===== src/rtl/i2s_serf.sv =====
// i2s_serf: I2S slave receiver that turns the RN52 serial stream into parallel left/right PCM
// samples. Everything runs on the system clock; I2S_sclk, I2S_ws and I2S_data are oversampled
// through 3-flop synchronizers, and all decisions happen only on a detected sclk rising edge.
//
// Ports:
//   clk        - system clock (50 MHz)
//   rst_n      - synchronous reset, active low
//   I2S_sclk   - I2S bit clock (asynchronous, sampled)
//   I2S_ws     - word select, 0 = left, 1 = right
//   I2S_data   - serial data, MSB first, changes on sclk falling edge
//   lft_chnnl  - left sample (two's complement), updated only with vld
//   rght_chnnl - right sample (two's complement), updated only with vld
//   vld        - one-clk pulse when a new left/right pair is presented
//
// Optional build macro I2S_SERF_ERR_EN adds:
//   frame_err  - one-clk pulse on each short-frame abort
//   err_cnt    - saturating count of short-frame aborts
module i2s_serf #(
    parameter int unsigned DATA_W = 24
) (
    input  logic              clk,
    input  logic              rst_n,
    input  logic              I2S_sclk,
    input  logic              I2S_ws,
    input  logic              I2S_data,
    output logic [DATA_W-1:0] lft_chnnl,
    output logic [DATA_W-1:0] rght_chnnl,
    output logic              vld
`ifdef I2S_SERF_ERR_EN
    ,
    output logic              frame_err,
    output logic [7:0]        err_cnt
`endif
);

    localparam logic [4:0] LastBit = 5'(DATA_W - 1);

    typedef enum logic [2:0] {
        StIdle,
        StLeft,
        StWaitR,
        StRight,
        StWaitL
    } state_e;

    state_e state_q, state_d;

    logic [2:0]        sclk_sync_q;
    logic [2:0]        ws_sync_q;
    logic [2:0]        data_sync_q;
    logic              ws_prev_q;
    logic [4:0]        bit_cnt_q;
    logic [DATA_W-1:0] shreg_q;
    logic [DATA_W-1:0] lft_hold_q;
    logic [DATA_W-1:0] lft_q;
    logic [DATA_W-1:0] rght_q;
    logic              vld_q;

    logic              sclk_rise;
    logic              ws_s;
    logic              data_s;
    logic              ws_fall;
    logic              ws_rise;
    logic              ws_edge;
    logic              last_bit;
    logic [DATA_W-1:0] shreg_next;

    // Datapath controls produced by the FSM output process
    logic              clr_cnt;
    logic              shift_en;
    logic              load_left;
    logic              load_out;

    assign sclk_rise  = sclk_sync_q[1] & ~sclk_sync_q[2];
    assign ws_s       = ws_sync_q[2];
    assign data_s     = data_sync_q[2];
    // ws_prev_q is the ws value seen on the previous sclk rise, so these are only
    // meaningful in cycles where sclk_rise is high.
    assign ws_fall    = ws_prev_q & ~ws_s;
    assign ws_rise    = ~ws_prev_q & ws_s;
    assign ws_edge    = ws_fall | ws_rise;
    assign last_bit   = (bit_cnt_q == LastBit);
    assign shreg_next = {shreg_q[DATA_W-2:0], data_s};

    // State register
    always_ff @(posedge clk) begin
        if (!rst_n) begin
            state_q <= StIdle;
        end else begin
            state_q <= state_d;
        end
    end

    // Next-state logic; a ws edge inside a word (even on its final bit) aborts to idle.
    always_comb begin
        state_d = state_q;
        if (sclk_rise) begin
            case (state_q)
                StIdle:  if (ws_fall) state_d = StLeft;
                StLeft: begin
                    if (ws_edge)       state_d = StIdle;
                    else if (last_bit) state_d = StWaitR;
                end
                StWaitR: if (ws_rise) state_d = StRight;
                StRight: begin
                    if (ws_edge)       state_d = StIdle;
                    else if (last_bit) state_d = StWaitL;
                end
                StWaitL: if (ws_fall) state_d = StLeft;
                default: state_d = StIdle;
            endcase
        end
    end

    // Output/control logic
    always_comb begin
        clr_cnt   = 1'b0;
        shift_en  = 1'b0;
        load_left = 1'b0;
        load_out  = 1'b0;
        if (sclk_rise) begin
            case (state_q)
                StIdle, StWaitL: clr_cnt = ws_fall;
                StWaitR:         clr_cnt = ws_rise;
                StLeft: begin
                    if (!ws_edge) begin
                        shift_en  = 1'b1;
                        load_left = last_bit;
                    end
                end
                StRight: begin
                    if (!ws_edge) begin
                        shift_en = 1'b1;
                        load_out = last_bit;
                    end
                end
                default: ;
            endcase
        end
    end

    // Synchronizers and datapath
    always_ff @(posedge clk) begin
        if (!rst_n) begin
            sclk_sync_q <= '0;
            ws_sync_q   <= '0;
            data_sync_q <= '0;
            ws_prev_q   <= 1'b0;
            bit_cnt_q   <= '0;
            shreg_q     <= '0;
            lft_hold_q  <= '0;
            lft_q       <= '0;
            rght_q      <= '0;
            vld_q       <= 1'b0;
        end else begin
            sclk_sync_q <= {sclk_sync_q[1:0], I2S_sclk};
            ws_sync_q   <= {ws_sync_q[1:0], I2S_ws};
            data_sync_q <= {data_sync_q[1:0], I2S_data};
            if (sclk_rise) begin
                ws_prev_q <= ws_s;
            end
            if (clr_cnt) begin
                bit_cnt_q <= '0;
            end else if (shift_en) begin
                bit_cnt_q <= bit_cnt_q + 5'd1;
            end
            if (shift_en) begin
                shreg_q <= shreg_next;
            end
            if (load_left) begin
                lft_hold_q <= shreg_next;
            end
            if (load_out) begin
                lft_q  <= lft_hold_q;
                rght_q <= shreg_next;
            end
            vld_q <= load_out;
        end
    end

    assign lft_chnnl  = lft_q;
    assign rght_chnnl = rght_q;
    assign vld        = vld_q;

`ifdef I2S_SERF_ERR_EN
    logic       abort;
    logic       frame_err_q;
    logic [7:0] err_cnt_q;

    assign abort = sclk_rise & ws_edge & ((state_q == StLeft) | (state_q == StRight));

    always_ff @(posedge clk) begin
        if (!rst_n) begin
            frame_err_q <= 1'b0;
            err_cnt_q   <= '0;
        end else begin
            frame_err_q <= abort;
            if (abort && (err_cnt_q != 8'hFF)) begin
                err_cnt_q <= err_cnt_q + 8'd1;
            end
        end
    end

    assign frame_err = frame_err_q;
    assign err_cnt   = err_cnt_q;
`endif

endmodule


===== config.mk =====
export PLATFORM = sky130hd
export DESIGN_NAME = i2s_serf
export DESIGN_NICKNAME = d
export VERILOG_FILES = /design/src/rtl/i2s_serf.sv
export SDC_FILE = /design/constraint.sdc
export NUM_CORES = 1
export LEC_CHECK = 0
export CAP_MARGIN = 20
export CORE_ASPECT_RATIO = 1.1
export CORE_MARGIN = 4
export CORE_UTILIZATION = 50
export DETAILED_ROUTE_END_ITERATION = 7
export HOLD_SLACK_MARGIN = 0.02
export PLACE_DENSITY_LB_ADDON = 0.1
export SYNTH_ARGS = -nofsm -noshare
export SYNTH_HDL_FRONTEND = slang
export SYNTH_SLANG_ARGS = --single-unit

===== constraint.sdc =====
create_clock -name clk -period 5.5 [get_ports clk]
set_clock_uncertainty 0.1 [all_clocks]
set_input_delay 1.1 -clock clk [delete_from_list [all_inputs] [get_ports clk]]
set_output_delay 1.1 -clock clk [all_outputs]
set_load 0.01 [all_outputs]

=== Word level (Yosys, flattened, before mapping) ===
Index checks and enable logic that the tools add are counted.

* Output and inout bits: 49
* Register bits: 114
* Logic and storage cells: 51

* Muxes and demuxes: 17
* Bitwise operators: 8
* Add/subtract/negate cells: 1
* Equal/unequal tests: 9
* Reductions and logical operators: 5

{| class="wikitable"
|+ Operators with widths
! operator !! count
|-
| $mux 3 || 6
|-
| $pmux 3 s4 || 1
|-
| $mux 1 || 9
|-
| $eq 3x2->1 const B || 2
|-
| $ne 3x3->1 const B || 2
|-
| $reduce_or 2->1 || 3
|-
| $add 5x1->5 const B || 1
|-
| $eq 5x5->1 const B || 1
|-
| $reduce_and 5->1 || 1
|-
| $not 1->1 || 4
|-
| $and 1x1->1 || 3
|-
| $eq 3x1->1 const B || 1
|-
| $eq 3x3->1 const B || 1
|-
| $logic_not 3->1 || 1
|-
| $ne 2x1->1 const B || 1
|-
| $ne 2x2->1 const B || 1
|-
| $pmux 1 s2 || 1
|-
| $or 1x1->1 || 1
|}

=== Logic depth before layout (Yosys ltp) ===
Gate-level depths: netlist of run 1.

* Depth after elaboration: 6
* Mapped depth: 8

=== Worst setup path after synthesis of run 1 ===
No wires, ideal clock.

* Kind: in2reg
* Start point: input rst_n
* End point: register lft_q[10], in the netlist lft_chnnl[10]
* Arrival: 2.013 ns
* Setup slack: 3.315 ns
* Buffers on the path: 3
* Data required time: 5.328 ns
* Stages on the path: 5
* Setup time: 0.072 ns
* Cell sequence: clkbuf_1 buf_2 clkbuf_1 nand2_1 mux2i_1

{| class="wikitable"
|+ RTL lines
! item !! line !! text
|-
| start: declaration || 22 || <nowiki>input logic rst_n,</nowiki>
|-
| end signal: assignment || 174 || <nowiki>lft_q <= lft_hold_q;</nowiki>
|-
| end: declaration || 55 || <nowiki>logic [DATA_W-1:0] lft_q;</nowiki>
|}

=== Final worst setup path of run 1 ===
* Start point: register ws_sync_q[2]
* End point: register lft_hold_q[3]

* Cells in the longest elaborated chain, start to end: 6

{| class="wikitable"
|+ Ends and longest elaborated chain
! item !! line !! text
|-
| start: declaration || 49 || <nowiki>logic [2:0] ws_sync_q;</nowiki>
|-
| start signal: assignment || 157 || <nowiki>ws_sync_q <= {ws_sync_q[1:0], I2S_ws};</nowiki>
|-
| $not 1->1 || 79 || <nowiki>assign ws_fall = ws_prev_q & ~ws_s;</nowiki>
|-
| $and 1x1->1 || 79 ||
|-
| $or 1x1->1 * || 81 || <nowiki>assign ws_edge = ws_fall | ws_rise;</nowiki>
|-
| $mux 1 * || 126 || <nowiki>if (!ws_edge) begin</nowiki>
|-
| $mux 1 * || 122 || <nowiki>case (state_q)</nowiki>
|-
| $mux 1 * || 121 || <nowiki>if (sclk_rise) begin</nowiki>
|-
| end signal: assignment || 171 || <nowiki>lft_hold_q <= shreg_next;</nowiki>
|-
| end: declaration || 54 || <nowiki>logic [DATA_W-1:0] lft_hold_q;</nowiki>
|}

Mark *: on every way between the ends. The rest lies on a longest branch, timed or not.
A chain may end at the register's enable or synchronous reset.

==> out/qor.txt, run 1 <==
Post-Syn Nets: 454
htree depth: 4
Setup crit start kind: register
fin nets: 494
design area: 5390 µm²
post-synth cell types: 32
ratio of final minimum period to clock period: 57.4%
drt pass-1 iters: 4
core area: 8360 µm²
DRC Markers: 0
clock latency at the later pin of the worst-skew pair: 510 ps
Sequential Power Share: 43.4%
Final setup viols: 0
Avg Cell Area, Syn: 9.61 µm²
cts repair resizes: 0
die height: 105 µm
Lkg Pwr: 0.00233 µW
initial antenna violation count: 0
Initial Util: 51.2%
Routed wire per std cell: 14.2 µm
Gate power share: 1.4%
sequential area share after synthesis: 53.3%
commonest non-fill, non-tap cell in the layout: dfxtp_1
Synth Cell Area: 4290 µm²
commonest cells after routing, fill and taps aside: dfxtp_1, nand2_1, mux2i_1
CTS Hold Bufs: 0
pin count of the biggest net entering global routing: 108
CTS tree: yes
Port-buffer cells: 53
Final min period: 3150 ps
# Post-CTS Setup Buffers: 0
Seq cells post-synth: 114
Synth warnings: 0
Routability Congestion: 0.810
pwr dens: 354 nW/µm²
GRT Total Usage: 18.6%
Placed Area: 4820 µm²
placed instance count: 578
Worst Tran Pin Value: 1020 ps
Cell Count, Final, Fillers Out: 609
CTS Buf Count: 17
critical path capture point type: register
DR vias/cell: 5.21
clk slew on worst S/H paths: 50 ps
first-pass GRT wire length: 14700 µm
row cnt: 35
CTS root buf: clkbuf_8
NetSw: 383 µW
Slew HR: 32.1%
io pins: 54
die span in x: 96.3 µm
layout cells sized above 1: 7.83%
Initial DRC Count: 225
CP Class: reg -> reg
worst min-delay path category: reg -> reg
Final HPWL DP: 5380 µm
Sink Count: 114
setup TNS: 0 ps
IR drop worst, VDD: 0.216 mV
Area Growth Syn to Fin: 25.9%
via count: 3174
Pins Over Slew Limit: 0
Worst Path Arrival: 3430 ps
CP max FO: 27
Worst Path Required: 5780 ps
Final Hold Vio Count: 0
RSZ-0062 raised after global routing: false
Die ar.: 10100 µm²
Clock Path Buffers: 2
Power, Total: 1910 µW
gate count after technology mapping: 446
switch share: 20.0%
Internal: 1530 µW
# Max-Cap Violations: 0
power share of the clock group: 55.1%
Post-Route WL: 8670 µm
Antenna Nets Post-Route: 0
fmax: 317 MHz
Ant. Diodes: 0
status: finished, final reports clean
Overflow after GRT: 0
vias in the first global route: 3076
kinds of logic after synthesis:
family	share of synthesized area [%]
multiplexers	16.8
buffers and inverters	4.58
adder cells (fa/ha/maj)	0.876
AO/OA/AOI/OAI	8.29
AND/OR/NAND/NOR	16.2
flip-flops	53.3
worst max-delay path, stage by stage, from the launching register on:
cell      delay, ps
dfxtp_1         360
inv_1            50
ha_1            300
and4bb_1        890
nand4b_1        670
buf_4           470
mux2i_1         160
metal layers:
metal	track usage (%)	part of all wire, %
met1	24.6	48
met2	27.9	47
met3	5.40	4.0
met4	7.93	0.98
met5	0	0
cell type report:
type / instances / area (µm²)
clock buffer: 20 / 435
clock inverter: 11 / 138
fill: 695 / 2970
inverter: 5 / 18.8
multi-input combinational: 290 / 1820
sequential: 114 / 2280
tap: 111 / 139
timing repair buffer: 58 / 566
per-stage QoR:
step                      utilization, %  setup WS, ps  hold slack [ps]
after floorplan                        -          3310              312
after global placement              57.6          2450              314
after detailed placement            57.6          2360              327
after CTS                           64.5          2330              337
after global routing                64.5          2100              347
final                               64.5          2350              334
registers in the layout, summed over array words and instances (netlist names):
signal,count
ws_sync_q,3
bit_cnt_q,5
vld,1
shreg_q,23
lft_hold_q,24
sclk_sync_q,3
rght_chnnl,24
state_q,3
data_sync_q,3
ws_prev_q,1
lft_chnnl,24
cell usage after synthesis:
library cell | n | share of area [%]
nor3_1 | 1 | 0.12
or3_1 | 2 | 0.29
nand4_1 | 1 | 0.15
ha_1 | 3 | 0.88
o21ai_0 | 27 | 3.2
o221a_2 | 2 | 0.53
or4_1 | 2 | 0.35
and3_1 | 2 | 0.29
nand4_2 | 1 | 0.29
buf_2 | 7 | 0.82
nand3_1 | 25 | 2.9
nor3b_1 | 1 | 0.18
nand2b_1 | 2 | 0.29
a21oi_1 | 26 | 3.0
o31ai_1 | 2 | 0.35
nand4b_1 | 1 | 0.20
and4bb_1 | 1 | 0.29
nand2_1 | 99 | 8.7
and2_1 | 9 | 1.3
a211oi_1 | 6 | 1.1
buf_4 | 4 | 0.70
nor2b_1 | 1 | 0.15
o211ai_1 | 1 | 0.18
dfxtp_1 | 114 | 53
clkbuf_1 | 24 | 2.1
inv_1 | 4 | 0.35
and4b_1 | 1 | 0.23
nand3b_1 | 1 | 0.18
mux2i_1 | 72 | 17
inv_2 | 1 | 0.088
buf_6 | 2 | 0.53
nand4bb_1 | 1 | 0.26
final timing paths:
check / from / endpoint / slack (ps) / cells after the start
setup / recovery: ws_sync_q[2] / lft_hold_q[3] / 2350 / 6
hold / removal: sclk_sync_q[0] / sclk_sync_q[1] / 330 / 1
setup reg to reg: ws_sync_q[2] / lft_hold_q[3] / 2350 / 6
hold reg to reg: sclk_sync_q[0] / sclk_sync_q[1] / 330 / 1
power by group through the flow:
stage | logic, µW | clock network (µW) | registers, µW
6_report | 27.6 | 1050 | 830
5_1_grt | 30.9 | 1110 | 830
4_1_cts | 27.8 | 1070 | 830
3_5_place_dp | 27.5 | 0 | 848
3_3_place_gp | 27.7 | 0 | 848
2_1_floorplan | 20.9 | 0 | 847
Note: power is estimated with default switching activity, not from simulation.
==> inputs of run 2 (changes only) <==
clock period = 3.2 ns   (was 5.5 ns; I/O delays follow)
==> out/qor.txt, run 2 (synthesized netlist as in run 1, its figures left out) <==
status: finished, final reports clean
CP max stage cell: clkdlybuf4s50_1
io pins: 54
setup TNS: 0 ps
DRC Markers: 0
DR vias/cell: 5.15
die height: 105 µm
Sequential Power Share: 42.5%
CP Buf/Inv Count: 1
initial antenna violation count: 0
commonest non-fill, non-tap cell in the layout: dfxtp_1
# Post-CTS Setup Buffers: 0
Port-buffer cells: 53
switch share: 21.0%
Lkg Pwr: 0.00235 µW
placed instance count: 581
crit-path cells: clkdlybuf4s50_1
Worst R2R Path Depth: 7
IR drop worst, VDD: 0.324 mV
first-pass GRT wire length: 14300 µm
Setup crit start kind: register
Post-Route WL: 8290 µm
drt pass-1 iters: 4
Initial DRC Count: 184
Final Hold Vio Count: 0
Sink Count: 114
ratio of final minimum period to clock period: 67.7%
CP max FO: 2
worst min-delay path category: reg -> reg
Cell Count, Final, Fillers Out: 613
fin nets: 497
clock latency at the later pin of the worst-skew pair: 500 ps
r2r setup slk: 1100 ps
CTS root buf: clkbuf_8
# Max-Cap Violations: 0
vias in the first global route: 3006
Antenna Nets Post-Route: 0
Reg-to-Reg Start: ws_sync_q[2]
crit path from: lft_chnnl[12]
metal3 WL: 374 µm
GRT Total Usage: 17.9%
core area: 8360 µm²
Gate power share: 1.4%
Crit path max-delay family: buffers and inverters
htree depth: 4
Worst Path Required: 2460 ps
RSZ-0062 raised after global routing: false
reg2reg end: lft_hold_q[16]
CP Class: reg -> out
Pins Over Slew Limit: 0
Final setup viols: 0
critical path capture point type: output pin
die span in x: 96.3 µm
Area Growth Syn to Fin: 27.4%
Power, Total: 3350 µW
hold path startpoint: ws_sync_q[1]
Ant. Diodes: 0
Internal: 2650 µW
cts repair resizes: 0
Final min period: 2170 ps
Met1 Routed Length: 3870 µm
worst hold endpoint: ws_sync_q[2]
layout cells sized above 1: 8.96%
Overflow after GRT: 0
Placed Area: 4860 µm²
Initial Util: 51.2%
fmax: 461 MHz
met2 wire length: 3990 µm
via count: 3160
clk slew on worst S/H paths: 60 ps
CTS Hold Bufs: 0
CTS Buf Count: 17
commonest cells after routing, fill and taps aside: dfxtp_1, nand2_1, mux2i_1
final hold slack: 331 ps
power share of the clock group: 56.0%
pin count of the biggest net entering global routing: 58
CP max stage delay: 560 ps
Final HPWL DP: 5280 µm
pwr dens: 614 nW/µm²
top routing layer in use: met4
Slew HR: 36.7%
Worst Tran Pin Value: 949 ps
Routability Congestion: 0.750
design area: 5460 µm²
Die ar.: 10100 µm²
total of fill cells in the finished design: 698
NetSw: 703 µW
CTS tree: yes
WHS Path Cells: 1
row cnt: 35
Routed wire per std cell: 13.5 µm
Worst Path Arrival: 1430 ps
Clock Path Buffers: 2
-- run 2: changes by cell type in the layout (fill, tap and decap cells not counted), sizes merged --
cell and change:
clkbuf -2, clkinvlp +4, clkinv -5, inv +4
buf +3
-- run 2: metal layers --
metal	global-route usage (%)	vias up
met4	5.08	0
met5	0	-
li1	-	1623
met1	23.7	1472
met2	26.8	61
met3	6.98	4
-- run 2: worst max-delay path by stage --
stage	slack, ps	cells after the start	to
CTS	1000	1	lft_chnnl[11]
global route	970	7	lft_hold_q[8]
global placement	1000	3	bit_cnt_q[3]
finish	1030	1	lft_chnnl[12]
floorplan	1380	8	lft_hold_q[10]
detailed placement	950	3	bit_cnt_q[4]
-- run 2: through the flow --
| step | utilization [%] | setup slack, ps |
|---|---|---|
| final | 65.3 | 1030 |
| after global routing | 65.3 | 970 |
| after CTS | 65.3 | 1000 |
| after detailed placement | 58.1 | 954 |
| after global placement | 58.1 | 1000 |
| after floorplan | - | 1380 |
-- run 2: final cells by class --
class	instances	area [µm²]	share of cell area, %
Sequential cell	114	2280	41.8
Multi-Input combinational cell	290	1820	33.2
Timing Repair Buffer	61	601	11.0
Clock buffer	18	428	7.84
Clock inverter	14	178	3.25
Tap cell	111	139	2.54
Inverter	5	18.8	0.344
-- run 2: power groups by stage --
stage | Combinational [µW] | Clock (µW) | Sequential (µW)
3_5_place_dp | 48.7 | 0 | 1460
3_3_place_gp | 48.2 | 0 | 1460
2_1_floorplan | 35.9 | 0 | 1460
4_1_cts | 48.9 | 1920 | 1430
6_report | 48.4 | 1880 | 1430
5_1_grt | 54.4 | 1990 | 1430
